File: src/rtl/aes_enc_pkg.sv
// Shared types and sizes for the AES-256 encryption datapath.
// A state is 16 bytes; byte i of a state is bits [8*i +: 8] of its flat 128-bit value.
package aes_enc_pkg;

    localparam int N      = 16;
    localparam int NWORDS = 4;
    localparam int NROWS  = 4;

    typedef logic [N-1:0][7:0] aes_state_t;

endpackage

File: src/rtl/mod_enc_in_buffer.sv
// Plaintext input stage: packs four 32-bit words into a 16-byte state and
// queues finished states in an NSLOT-deep block FIFO feeding AddRoundKey.
module mod_enc_in_buffer
    import aes_enc_pkg::*;
#(
    parameter int NSLOT = 2
) (
    input  logic                     clk,
    input  logic                     resetn,
    input  logic                     clear,
    input  logic                     in_valid,
    output logic                     in_ready,
    input  logic [31:0]              din,
    output logic                     out_valid,
    input  logic                     out_ready,
    output aes_state_t               o,
    output logic [$clog2(NSLOT):0]   fill
);

    localparam int PW = $clog2(NSLOT);
    localparam int CW = $clog2(NSLOT) + 1;
    localparam logic [CW-1:0] FULL_CNT = CW'(NSLOT);

    logic [1:0]    word_cnt_r;
    logic [PW-1:0] wr_ptr_r;
    logic [PW-1:0] rd_ptr_r;
    logic [CW-1:0] count_r;
    aes_state_t    slot_r [NSLOT];

    logic [1:0]    word_cnt_s;
    logic [PW-1:0] wr_ptr_s;
    logic [PW-1:0] rd_ptr_s;
    logic [CW-1:0] count_s;
    logic          accept_s;
    logic          pop_s;
    logic          last_s;

    // Handshake status is decoded from registered occupancy only, so a pop
    // in the same cycle cannot reopen in_ready while full.
    assign in_ready  = (count_r != FULL_CNT);
    assign out_valid = (count_r != {CW{1'b0}});
    assign o         = slot_r[rd_ptr_r];
    assign fill      = count_r;

    assign accept_s = in_valid && in_ready;
    assign pop_s    = out_valid && out_ready;
    assign last_s   = accept_s && (word_cnt_r == 2'd3);

    // Next-state for packing position, FIFO pointers and occupancy; clear wins.
    always_comb begin
        word_cnt_s = word_cnt_r;
        wr_ptr_s   = wr_ptr_r;
        rd_ptr_s   = rd_ptr_r;
        count_s    = count_r;
        if (clear) begin
            word_cnt_s = 2'd0;
            wr_ptr_s   = {PW{1'b0}};
            rd_ptr_s   = {PW{1'b0}};
            count_s    = {CW{1'b0}};
        end else begin
            if (accept_s) begin
                word_cnt_s = word_cnt_r + 2'd1;
            end else begin
                word_cnt_s = word_cnt_r;
            end
            if (last_s) begin
                wr_ptr_s = wr_ptr_r + PW'(1);
            end else begin
                wr_ptr_s = wr_ptr_r;
            end
            if (pop_s) begin
                rd_ptr_s = rd_ptr_r + PW'(1);
            end else begin
                rd_ptr_s = rd_ptr_r;
            end
            case ({last_s, pop_s})
                2'b10:   count_s = count_r + CW'(1);
                2'b01:   count_s = count_r - CW'(1);
                default: count_s = count_r;
            endcase
        end
    end

    // Control state registers.
    always_ff @(posedge clk or negedge resetn) begin
        if (!resetn) begin
            word_cnt_r <= 2'd0;
            wr_ptr_r   <= {PW{1'b0}};
            rd_ptr_r   <= {PW{1'b0}};
            count_r    <= {CW{1'b0}};
        end else begin
            word_cnt_r <= word_cnt_s;
            wr_ptr_r   <= wr_ptr_s;
            rd_ptr_r   <= rd_ptr_s;
            count_r    <= count_s;
        end
    end

    // Slot storage: each accepted word lands in bytes 4w..4w+3 of the write slot.
    always_ff @(posedge clk or negedge resetn) begin
        if (!resetn) begin
            for (int s = 0; s < NSLOT; s++) begin
                slot_r[s] <= '0;
            end
        end else if (accept_s && !clear) begin
            for (int j = 0; j < 4; j++) begin
                slot_r[wr_ptr_r][{word_cnt_r, 2'(j)}] <= din[8*j +: 8];
            end
        end
    end

endmodule

File: config.mk
export PLATFORM = sky130hd
export DESIGN_NAME = mod_enc_in_buffer
export DESIGN_NICKNAME = d
export VERILOG_FILES = /design/src/rtl/aes_enc_pkg.sv /design/src/rtl/mod_enc_in_buffer.sv
export SDC_FILE = /design/constraint.sdc
export NUM_CORES = 1
export LEC_CHECK = 0
export BUFFER_PORTS_ARGS = -buffer_cell sky130_fd_sc_hd__buf_4
export CAP_MARGIN = 25
export CORE_ASPECT_RATIO = 2
export CORE_MARGIN = 2
export CORE_UTILIZATION = 50
export DETAILED_ROUTE_END_ITERATION = 8
export HOLD_SLACK_MARGIN = 0.08
export PLACE_DENSITY = 0.77
export SLEW_MARGIN = 15
export SYNTH_ARGS = -nofsm -noshare
export SYNTH_HDL_FRONTEND = slang
export SYNTH_SLANG_ARGS = --single-unit
File: constraint.sdc
create_clock -name clk -period 2.2 [get_ports clk]
set_input_delay 0.11 -clock clk [delete_from_list [all_inputs] [get_ports clk]]
set_output_delay 0.11 -clock clk [all_outputs]
set_load 0.02 [all_outputs]
==> insert_results.sql, run 1 <==
INSERT INTO impl_metrics (metric_group, metric, value, unit) VALUES
('placement', 'dpl.hpwl', '17500', 'µm'),
('setup_path', 'startpoint_type', 'flop', ''),
('worst_hold_path', 'tightest_hold_check_type', 'in -> async', ''),
('setup_path', 'critical_path.endpoint_type', 'output port', ''),
('floorplan', 'io-pin-count', '169', ''),
('drt', 'post_drt_via_cell_ratio', '5.47', ''),
('setup_path', 'arrival', '2.00', 'ns'),
('clock_network', 'tritoncts', 'yes', ''),
('sta', 'slew_hr', '56.5', '%'),
('layout', 'utilization', '64.1', '%'),
('placement', 'port-buffer-count', '168', ''),
('clock_network', 'clock_insertion_delay_worst_skew', '0.51', 'ns'),
('power_and_ir_drop', 'power.net_switching', '3750', 'µW'),
('floorplan', 'core_area', '22700', 'µm²'),
('layout', 'post_layout_nonfiller_instances', '1252', ''),
('logic_synthesis', 'yosys_warnings', '0', ''),
('layout', 'number_of_diodes_added_for_antenna_fixing', '0', ''),
('logic_synthesis', 'syn_area_per_cell', '15.8', 'µm²'),
('clock_network', 'cts.clk_slew.worst_paths', '0.06', 'ns'),
('global_route', 'grt_util_all_layers', '21.6', '%'),
('sta', 'timing.final.max_slew_violations', '0', ''),
('clock_network', 'cts-htree-levels', '1', ''),
('logic_synthesis', 'synthDistinctLibCells', '28', ''),
('power_and_ir_drop', 'power_density', '924', 'nW/µm²'),
('placement', 'dp_cells', '1169', ''),
('run_status', 'run_status', 'completed', ''),
('drt', 'drt_pre_antenna_iters', '4', ''),
('logic_synthesis', 'mapped_cell_area', '11600', 'µm²'),
('layout', 'final_net_count', '995', ''),
('power_and_ir_drop', 'p_seq_share', '43.4', '%'),
('floorplan', 'die_w', '112', 'µm'),
('power_and_ir_drop', 'leak_pwr', '0.00703', 'µW'),
('sta', 'rsz0062_at_grt', 'no', ''),
('setup_path', 'criticalPathCategory', 'reg -> out', ''),
('sta', 'maxClockFrequency', '0.475', 'GHz'),
('global_route', 'antenna_found_initial', '0', ''),
('clock_network', 'clock-root-buffer', 'clkbuf_16', ''),
('clock_network', 'cts.sinks', '262', ''),
('global_route', 'grt_start_max_net_pins', '70', ''),
('setup_path', 'path_buf_inv', '2', ''),
('layout', 'drive_above_1_share', '63.5', '%'),
('setup_path', 'critical_path_rt', '2.09', 'ns'),
('sta', 'post-route-min-period', '2.11', 'ns'),
('setup_path', 'slowest_delay', '0.66', 'ns'),
('setup_path', 'timing.critical_path.fanout_max', '21', ''),
('placement', 'place_congestion', '0.791', ''),
('drt', 'detail-route-antenna-nets', '0', ''),
('sta', 'final-setup-viol-count', '0', ''),
('sta', 'hold_viol_final', '0', ''),
('drt', 'wl_per_cell', '21.1', 'µm'),
('clock_network', 'clk_path_buf_depth', '3', ''),
('floorplan', 'placementRows', '78', ''),
('clock_network', 'cts_inserted_buffers', '24', ''),
('global_route', 'grt_first_pass_wirelength', '41800', 'µm'),
('layout', 'syn_to_final_growth', '25.7', '%'),
('floorplan', 'floorplan.initialDensity', '51.0', '%'),
('drt', 'routed-via-count', '6851', ''),
('setup_path', 'rrSetupSlack', '0.28', 'ns'),
('floorplan', 'fp.dieArea', '24500', 'µm²'),
('sta', 'layout_worst_path_cycle_share', '95.7', '%'),
('drt', 'drc', '0', ''),
('run', 'cap_violations', '0', ''),
('global_route', 'grt-ovfl-total', '0', ''),
('floorplan', 'floorplan.die.height', '219', 'µm'),
('logic_synthesis', 'ys_ff_latch', '262', ''),
('setup_path', 'critPathTopFamily', 'flip-flops', ''),
('drt', 'detailedRoute.firstIterationViolations', '245', ''),
('sta', 'finalSetupTns', '0', 'ns'),
('power_and_ir_drop', 'clock_share_of_power', '31.0', '%'),
('logic_synthesis', 'synth-seq-area-share', '56.5', '%'),
('global_route', 'grt_pass1_vias', '7496', ''),
('setup_path', 'slowest_stage', 'dfrtp_4', ''),
('power_and_ir_drop', 'switching_share', '27.8', '%'),
('drt', 'finalWirelength', '26400', 'µm'),
('sta', 'timing.clock.skew', '0.0102', 'ns'),
('logic_synthesis', 'postSynthNetCount', '777', ''),
('power_and_ir_drop', 'cellInternalPower', '9720', 'µW'),
('setup_path', 'cells_along_the_critical_path', 'buf_12 -> mux2_2 -> buf_4', ''),
('sta', 'tightestPinTransition', '0.653', 'ns'),
('power_and_ir_drop', 'pwr-share-comb', '25.7', '%'),
('logic_synthesis', 'synthCells', '736', ''),
('layout', 'n_fill_cell', '1699', ''),
('power_and_ir_drop', 'vdd_ir_drop_max', '0.000826', 'V');
==> final cells by class <==
| type | count | area (µm²) | area share, % |
|---|---|---|---|
| flip-flops and latches | 262 | 6560 | 45.0 |
| clock inverters | 6 | 61.3 | 0.420 |
| repair buffers | 236 | 2060 | 14.1 |
| clock buffers | 38 | 734 | 5.04 |
| inverters | 6 | 22.5 | 0.154 |
| multi-input cells | 424 | 4800 | 32.9 |
| well taps | 280 | 350 | 2.40 |
==> cell usage in the layout (no fill, tap or decap), types with 3 or more instances in the layout <==
master         synthesis  layout
nand2_1                6       6
nor3_4                 0       3
clkbuf_1              14       7
mux2_4                30      30
clkinv_2               0       3
clkbuf_8               0       6
ha_1                   4       4
clkbuf_16              0      25
o21ai_0                4       4
inv_1                  6       6
mux2_1                13      13
a21oi_1                3       3
dlygate4sd3_1          0      38
buf_4                  9     182
nor4b_4                3       4
dfrtp_1              262     261
mux2_2               341     341
buf_12                 0      14
nand3_1                3       3
==> cells by family after synthesis <==
family,share of synthesized area (%)
AOI/OAI and AO/OA,0.615
xor gates and xnor gates,0.0755
adders and majority gates,0.431
buffers and inverters,2.40
DFF,56.5
muxes,38.2
and+or+nand+nor,1.73
==> metal layers <==
layer	part of all wire (%)	wire, µm	track usage, %	vias to the layer above
met4	2.7	719	6.58	0
li1	-	-	-	3084
met1	38	10200	24.7	3591
met5	0	0	0	-
met2	55	14700	41.4	136
met3	3.5	915	2.87	40
==> state kept, by name, indices dropped and copies added, names as in the netlist <==
| name | flops |
|---|---|
| word_cnt_r | 2 |
| rd_ptr_r | 1 |
| slot_r | 256 |
| fill | 2 |
| wr_ptr_r | 1 |
==> Yosys cell counts <==
library cell | count | area, µm²
mux2_1 | 13 | 146
nand3_1 | 3 | 15.0
ha_1 | 4 | 50.1
nor2_1 | 1 | 3.75
a31oi_1 | 2 | 12.5
mux2_4 | 30 | 450
o21ai_0 | 4 | 20.0
nor2b_1 | 2 | 12.5
or4_4 | 1 | 11.3
inv_1 | 6 | 22.5
or2_2 | 1 | 6.26
nor3_2 | 3 | 30.0
clkbuf_1 | 14 | 52.6
nand2b_1 | 1 | 6.26
nor4b_4 | 3 | 71.3
or3_1 | 1 | 6.26
buf_4 | 9 | 67.6
o2111ai_1 | 1 | 8.76
a21o_1 | 1 | 7.51
o31ai_1 | 1 | 7.51
buf_2 | 16 | 80.1
mux2_2 | 341 | 3840
xor2_1 | 1 | 8.76
nor4b_2 | 1 | 15.0
dfrtp_1 | 262 | 6560
buf_6 | 5 | 56.3
nand2_1 | 6 | 22.5
a21oi_1 | 3 | 15.0
==> power groups by stage <==
stage          Clock, µW  Combinational (µW)  Sequential, µW
2_1_floorplan          0                2080            5800
3_3_place_gp           0                3390            5890
3_5_place_dp           0                3440            5920
4_1_cts             4290                3510            5840
5_1_grt             4470                3650            5930
6_report            4170                3450            5840
==> stage by stage <==
| step | hold WS (ns) | worst slack, ns | power [µW] | cell area [µm²] |
|---|---|---|---|---|
| floorplan | -0.186 | 0.207 | 7880 | 11600 |
| global placement | 0.109 | 0.328 | 9290 | 13400 |
| detailed placement | 0.113 | 0.296 | 9360 | 13400 |
| CTS | 0.167 | 0.0655 | 13600 | 14600 |
| global route | 0.198 | 0.0447 | 14000 | 14600 |
| finish | 0.152 | 0.0950 | 13500 | 14600 |
==> path summary, 6_finish.rpt <==
path / cells past startpoint / end / from
setup / recovery: 3 / o[3] / rd_ptr_r$_DFFE_PN0P_
hold / removal: 2 / slot_r[195]$_DFFE_PN0P_ / resetn
setup reg to reg: 5 / slot_r[233]$_DFFE_PN0P_ / fill[1]$_DFFE_PN0P_
hold reg to reg: 1 / slot_r[227]$_DFFE_PN0P_ / slot_r[227]$_DFFE_PN0P_
max in group asynchronous: 3 / slot_r[77]$_DFFE_PN0P_ / resetn
min in group clk: 3 / wr_ptr_r$_DFFE_PN0P_ / clear
==> what timing repair did <==
action                                  in CTS  in global routing
setup buffers                                1                  0
endpoints found under the hold margin      464                  0
endpoints found under the setup margin      73                  0
gates resized for setup                      0                  0
hold buffers                                38                  0
Note: power is estimated with default switching activity, not from simulation.
==> run 2, diff against run 1 <==
Settings changed: RECOVER_POWER set to 100.
==> run 2 against run 1 <==
The run now ends with capacitance limit, slew limit left. Highest routed layer unchanged. Flip-flop and latch count unchanged. Wire length decreased by 0.37%. Maximum frequency decreased by 0.77%. Total power decreased by 3.0%.
==> insert_results.sql, run 2 (synthesis results as in run 1) <==
INSERT INTO impl_metrics (metric_group, metric, value, unit) VALUES
('global_route', 'antenna_found_initial', '0', ''),
('layout', 'final_net_count', '995', ''),
('drt', 'finalWirelength', '26400', 'µm'),
('clock_network', 'clock-root-buffer', 'clkbuf_16', ''),
('setup_path', 'critical_path.endpoint_type', 'output port', ''),
('power_and_ir_drop', 'vdd_ir_drop_max', '0.000774', 'V'),
('layout', 'regMostFlops', 'slot_r', ''),
('floorplan', 'placementRows', '78', ''),
('power_and_ir_drop', 'cellInternalPower', '9330', 'µW'),
('power_and_ir_drop', 'leak_pwr', '0.00676', 'µW'),
('drt', 'post_drt_via_cell_ratio', '5.49', ''),
('floorplan', 'io-pin-count', '169', ''),
('global_route', 'grt_pass1_vias', '7496', ''),
('global_route', 'grt_use_met3', '2.87', '%'),
('power_and_ir_drop', 'p_seq_share', '44.7', '%'),
('sta', 'layout_worst_path_cycle_share', '96.4', '%'),
('clock_network', 'clk_path_buf_depth', '3', ''),
('placement', 'dp_cells', '1169', ''),
('sta', 'slew_hr', '-10.5', '%'),
('setup_path', 'worst_r2r_startpoint', 'fill[1]$_DFFE_PN0P_', ''),
('placement', 'place_congestion', '0.791', ''),
('global_route', 'grt.met2_usage', '41.4', '%'),
('power_and_ir_drop', 'power.net_switching', '3740', 'µW'),
('layout', 'drive_above_1_share', '54.6', '%'),
('floorplan', 'die_w', '112', 'µm'),
('global_route', 'grt_util_met1', '24.7', '%'),
('placement', 'port-buffer-count', '168', ''),
('setup_path', 'timing.critical_path.fanout_max', '21', ''),
('clock_network', 'cts.clk_slew.worst_paths', '0.06', 'ns'),
('floorplan', 'core_area', '22700', 'µm²'),
('power_and_ir_drop', 'power_density', '927', 'nW/µm²'),
('setup_path', 'criticalPathCategory', 'reg -> out', ''),
('global_route', 'grt-ovfl-total', '0', ''),
('sta', 'finalSetupTns', '0', 'ns'),
('sta', 'timing.final.max_slew_violations', '68', ''),
('clock_network', 'tritoncts', 'yes', ''),
('setup_path', 'arrival', '2.01', 'ns'),
('layout', 'post_layout_nonfiller_instances', '1252', ''),
('clock_network', 'clock_insertion_delay_worst_skew', '0.51', 'ns'),
('setup_path', 'cells_along_the_critical_path', 'buf_12 -> mux2_1 -> buf_4', ''),
('clock_network', 'post_cts_resized', '0', ''),
('placement', 'dpl.hpwl', '17500', 'µm'),
('global_route', 'grt_first_pass_wirelength', '41800', 'µm'),
('worst_hold_path', 'min_delay_path_depth', '3', ''),
('sta', 'timing.clock.skew', '0.00770', 'ns'),
('sta', 'hold_viol_final', '0', ''),
('layout', 'largest_register_ffs', '256', ''),
('placement', 'dpl_worst_slack', '0.296', 'ns'),
('global_route', 'grt_most_used_layer', 'met2', ''),
('clock_network', 'cts.sinks', '262', ''),
('sta', 'post-route-min-period', '2.12', 'ns'),
('setup_path', 'slowest_delay', '0.65', 'ns'),
('run_status', 'run_status', 'finished with violations', ''),
('drt', 'detail-route-antenna-nets', '0', ''),
('setup_path', 'worstReg2RegEnd', 'slot_r[233]$_DFFE_PN0P_', ''),
('worst_hold_path', 'tightest_hold_check_type', 'in -> reg', ''),
('setup_path', 'path_buf_inv', '2', ''),
('layout', 'number_of_diodes_added_for_antenna_fixing', '0', ''),
('global_route', 'grt_util_all_layers', '21.6', '%'),
('floorplan', 'fp.dieArea', '24500', 'µm²'),
('drt', 'drc', '0', ''),
('power_and_ir_drop', 'pwr-share-comb', '23.4', '%'),
('sta', 'maxClockFrequency', '0.471', 'GHz'),
('worst_hold_path', 'whs_endpoint', 'wr_ptr_r$_DFFE_PN0P_', ''),
('clock_network', 'cts_inserted_buffers', '24', ''),
('layout', 'n_fill_cell', '1804', ''),
('setup_path', 'rrSetupSlack', '0.09', 'ns'),
('sta', 'final-setup-viol-count', '0', ''),
('sta', 'tightestPinTransition', '1.66', 'ns'),
('setup_path', 'startpoint_type', 'flop', ''),
('sta', 'worst_setup_slack_final', '0.0786', 'ns'),
('drt', 'routed-via-count', '6872', ''),
('global_route', 'grt_start_max_net_pins', '70', ''),
('clock_network', 'cts-htree-levels', '1', ''),
('layout', 'layout_commonest_cell', 'mux2_2', ''),
('setup_path', 'r2r_cells', '5', ''),
('power_and_ir_drop', 'switching_share', '28.6', '%'),
('layout', 'most-common-layout-cells', 'mux2_2 (305), dfrtp_1 (261), buf_4 (83), mux2_1 (76), clkbuf_2 (75)', ''),
('setup_path', 'critPathTopFamily', 'flip-flops', ''),
('drt', 'wl_per_cell', '21.0', 'µm'),
('sta', 'rsz0062_at_grt', 'no', ''),
('worst_hold_path', 'hold_path_startpoint', 'clear', ''),
('layout', 'utilization', '62.0', '%'),
('power_and_ir_drop', 'clock_share_of_power', '31.9', '%'),
('drt', 'detailedRoute.firstIterationViolations', '238', ''),
('run', 'cap_violations', '1', ''),
('floorplan', 'floorplan.initialDensity', '51.0', '%'),
('floorplan', 'floorplan.die.height', '219', 'µm'),
('drt', 'drt_pre_antenna_iters', '4', ''),
('run_status', 'failed_checks', 'capacitance limit, slew limit', ''),
('setup_path', 'critical_path_rt', '2.09', 'ns'),
('setup_path', 'slowest_stage', 'dfrtp_4', ''),
('layout', 'syn_to_final_growth', '21.5', '%');
==> run 2: cell count changes in the layout (fill, tap and decap cells not counted), moves of 3 or more <==
cell	previous run	this run
mux2_4	30	3
buf_4	182	83
buf_6	0	3
clkbuf_2	0	75
mux2_2	341	305
buf_2	0	4
mux2_1	13	76
buf_12	14	8
clkbuf_4	0	4
clkbuf_1	7	27
==> run 2: power by group through the flow <==
stage               registers (µW)  clock network [µW]  logic, µW
floorplan                     5800                   0       2080
global placement              5890                   0       3390
detailed placement            5920                   0       3440
CTS                           5840                4290       3510
global route                  5920                4470       3250
finish                        5840                4170       3060
==> run 2: worst max-delay path by stage <==
stage,cells past startpoint,end,startpoint
6_report,3,o[3],rd_ptr_r$_DFFE_PN0P_
5_1_grt,3,o[5],rd_ptr_r$_DFFE_PN0P_
4_1_cts,3,o[3],rd_ptr_r$_DFFE_PN0P_
3_5_place_dp,3,slot_r[171]$_DFFE_PN0P_,wr_ptr_r$_DFFE_PN0P_
3_3_place_gp,5,slot_r[155]$_DFFE_PN0P_,fill[1]$_DFFE_PN0P_
2_1_floorplan,6,slot_r[224]$_DFFE_PN0P_,fill[1]$_DFFE_PN0P_
==> run 2: repair_timing <==
item                                   4_1_cts  5_1_grt
buffers inserted                             1        0
setup endpoints to repair                   73        0
hold buffers                                38        0
endpoints found under the hold margin      464        0
==> run 2: metal layers <==
metal,share of wire [%],vias up,wire (µm)
met5,0,-,0
met4,2.6,0,693
met3,3.5,38,923
met2,56,138,14600
met1,38,3605,10100
li1,-,3091,-
==> run 2: tightest hold or removal path, cell delays in order <==
cell and delay (ns):
dlygate4sd3_1 0.53, buf_4 0.17, a21oi_1 0.05
==> run 2: stage by stage <==
step                      area, µm²  total power [µW]  hold slack, ns
after floorplan               11600              7880          -0.186
after global placement        13400              9290           0.109
after detailed placement      13400              9360           0.113
after CTS                     14600             13600           0.167
after global routing          14100             13600           0.416
final                         14100             13100           0.400
==> run 2: area by class of cell <==
class / instances / area [µm²] / area share, %
Clock buffer: 38 / 734 / 5.21
Clock inverter: 6 / 61.3 / 0.435
Inverter: 6 / 22.5 / 0.160
Multi-Input combinational cell: 424 / 4650 / 33.0
Sequential cell: 262 / 6560 / 46.5
Tap cell: 280 / 350 / 2.49
Timing Repair Buffer: 236 / 1710 / 12.2
==> run 3, diff against run 2 <==
Settings changed: BUFFER_PORTS_ARGS -buffer_cell sky130_fd_sc_hd__buf_4 to not set, DONT_BUFFER_PORTS set to 1, PLACE_DENSITY 0.77 to 0.71.
==> run 3 against run 2 <==
The run ends with hold timing left. Clock-buffer cell count down 3. Die area stayed put. Wire length down 3.1%. Final cell count shrank 14%. Hold slack worse by 1.1 ns. Sequential power hardly changed. Cell area decreased by 8.1%. Largest power group unchanged. Via count fell by 9.4%. Highest routed layer unchanged. Non-clock buffer count shrank 174.
==> insert_results.sql, run 3 (synthesis results as in run 1) <==
INSERT INTO impl_metrics (metric_group, metric, value, unit) VALUES
('run_status', 'run_status', 'finished with violations', ''),
('run_status', 'failed_checks', 'hold timing', ''),
('setup_path', 'critical_path_rt', '2.09', 'ns'),
('sta', 'slew_hr', '61.8', '%'),
('floorplan', 'placementRows', '78', ''),
('clock_network', 'cts.sinks', '262', ''),
('worst_hold_path', 'tightest_hold_check_type', 'in -> async', ''),
('global_route', 'grt_first_pass_wirelength', '39900', 'µm'),
('sta', 'finalSetupTns', '0', 'ns'),
('setup_path', 'timing.critical_path.fanout_max', '55', ''),
('clock_network', 'cts_inserted_buffers', '24', ''),
('setup_path', 'slowest_stage', 'dfrtp_4', ''),
('drt', 'drc', '0', ''),
('placement', 'place_congestion', '0.801', ''),
('power_and_ir_drop', 'leak_pwr', '0.00599', 'µW'),
('layout', 'largest_register_ffs', '256', ''),
('sta', 'hold_viol_final', '262', ''),
('sta', 'layout_worst_path_cycle_share', '97.2', '%'),
('layout', 'drive_above_1_share', '45.9', '%'),
('setup_path', 'critPathTopFamily', 'flip-flops', ''),
('drt', 'detailedRoute.firstIterationViolations', '290', ''),
('placement', 'dp_cells', '998', ''),
('drt', 'finalWirelength', '25500', 'µm'),
('setup_path', 'path_buf_inv', '1', ''),
('sta', 'maxClockFrequency', '0.468', 'GHz'),
('layout', 'final_net_count', '821', ''),
('sta', 'post-route-min-period', '2.14', 'ns'),
('layout', 'syn_to_final_growth', '11.6', '%'),
('sta', 'timing.clock.skew', '0.0171', 'ns'),
('sta', 'hold_slack_final', '-0.714', 'ns'),
('drt', 'post_drt_via_cell_ratio', '5.77', ''),
('setup_path', 'critical_path.endpoint_type', 'output port', ''),
('floorplan', 'io-pin-count', '169', ''),
('run', 'cap_violations', '0', ''),
('floorplan', 'floorplan.die.height', '219', 'µm'),
('global_route', 'antenna_found_initial', '2', ''),
('layout', 'utilization', '56.9', '%'),
('clock_network', 'cts.clk_slew.worst_paths', '0.07', 'ns'),
('clock_network', 'clk_path_buf_depth', '3', ''),
('sta', 'final-setup-viol-count', '0', ''),
('sta', 'rsz0062_at_grt', 'no', ''),
('power_and_ir_drop', 'power_density', '969', 'nW/µm²'),
('setup_path', 'slowest_delay', '0.64', 'ns'),
('floorplan', 'die_w', '112', 'µm'),
('layout', 'layout_commonest_cell', 'mux2_2', ''),
('drt', 'wl_per_cell', '23.7', 'µm'),
('global_route', 'grt_pass1_vias', '7000', ''),
('global_route', 'grt_start_max_net_pins', '263', ''),
('layout', 'most-common-layout-cells', 'mux2_2 (300), dfrtp_1 (261), mux2_1 (83), dlygate4sd3_1 (36), clkbuf_16 (25)', ''),
('drt', 'routed-via-count', '6225', ''),
('placement', 'port-buffer-count', '0', ''),
('setup_path', 'cells_along_the_critical_path', 'buf_12 -> mux2_2', ''),
('floorplan', 'floorplan.initialDensity', '51.0', '%'),
('clock_network', 'post_cts_buffers', '0', ''),
('floorplan', 'core_area', '22700', 'µm²'),
('setup_path', 'criticalPathCategory', 'reg -> out', ''),
('layout', 'regMostFlops', 'slot_r', ''),
('clock_network', 'cts-htree-levels', '1', ''),
('clock_network', 'clock_insertion_delay_worst_skew', '0.52', 'ns'),
('placement', 'dpl_cell_area', '12000', 'µm²'),
('global_route', 'grt-ovfl-total', '0', ''),
('clock_network', 'tritoncts', 'yes', ''),
('sta', 'timing.final.max_slew_violations', '0', ''),
('placement', 'dpl.hpwl', '16600', 'µm'),
('clock_network', 'clock-root-buffer', 'clkbuf_16', ''),
('layout', 'post_layout_nonfiller_instances', '1078', ''),
('clock_network', 'post_cts_resized', '0', ''),
('clock_network', 'post_cts_hold_buffer_count', '36', ''),
('power_and_ir_drop', 'vdd_ir_drop_max', '0.000656', 'V'),
('floorplan', 'fp.dieArea', '24500', 'µm²'),
('drt', 'detail-route-antenna-nets', '0', ''),
('global_route', 'grt_util_all_layers', '20.7', '%'),
('setup_path', 'arrival', '2.03', 'ns'),
('drt', 'drt_pre_antenna_iters', '4', ''),
('layout', 'finalInstanceArea', '12900', 'µm²'),
('setup_path', 'startpoint_type', 'flop', ''),
('sta', 'tightestPinTransition', '0.573', 'ns');
run 3: changes by cell type in the layout (fill, tap and decap cells not counted), moves of 3 or more:
cell      before  now
buf_6          3    0
buf_12         8    3
buf_4         83    3
mux2_1        76   83
clkbuf_1      27   10
mux2_2       305  300
clkbuf_2      75    7
buf_2          4    1
run 3: final timing paths:
path / from / end / slack (ns) / cells after the start
max: rd_ptr_r$_DFFE_PN0P_ / o[35] / 0.06 / 2
min: resetn / slot_r[143]$_DFFE_PN0P_ / -0.71 / 0
max reg2reg: fill[1]$_DFFE_PN0P_ / slot_r[201]$_DFFE_PN0P_ / 0.16 / 5
min reg2reg: slot_r[227]$_DFFE_PN0P_ / slot_r[227]$_DFFE_PN0P_ / 0.49 / 1
max in group asynchronous: resetn / rd_ptr_r$_DFFE_PN0P_ / 2.36 / 0
min in group clk: clear / slot_r[160]$_DFFE_PN0P_ / 0.22 / 3
run 3: cell type report:
type                    count  area, µm²
multi-input cells         424       4620
repair buffers             62        551
clock inverters             7        114
diodes                      2       5.00
inverters                   6       22.5
clock buffers              35        723
well taps                 280        350
fillers                  1802       9790
flip-flops and latches    262       6560
run 3: through the flow:
step	total power [µW]	setup slack [ns]	hold WS, ns
2_1_floorplan	7880	0.207	-0.186
3_3_place_gp	8220	0.304	-0.178
3_5_place_dp	8340	0.273	-0.178
4_1_cts	12900	0.0559	-0.740
5_1_grt	13000	0.00498	-0.734
6_report	12500	0.0615	-0.714
run 3: power breakdown:
part | total (µW) | internal [µW] | switching (µW)
Clock | 4390 | 2630 | 1770
Combinational | 2320 | 926 | 1390
Sequential | 5840 | 5500 | 341
Total | 12500 | 9050 | 3500
run 3: layer usage:
| layer | wire length, µm | vias up | global-route usage (%) |
|---|---|---|---|
| met5 | 0 | - | 0 |
| li1 | - | 2736 | - |
| met4 | 679 | 0 | 7.37 |
| met1 | 9560 | 3300 | 23.8 |
| met3 | 1100 | 36 | 3.92 |
| met2 | 14200 | 153 | 38.1 |
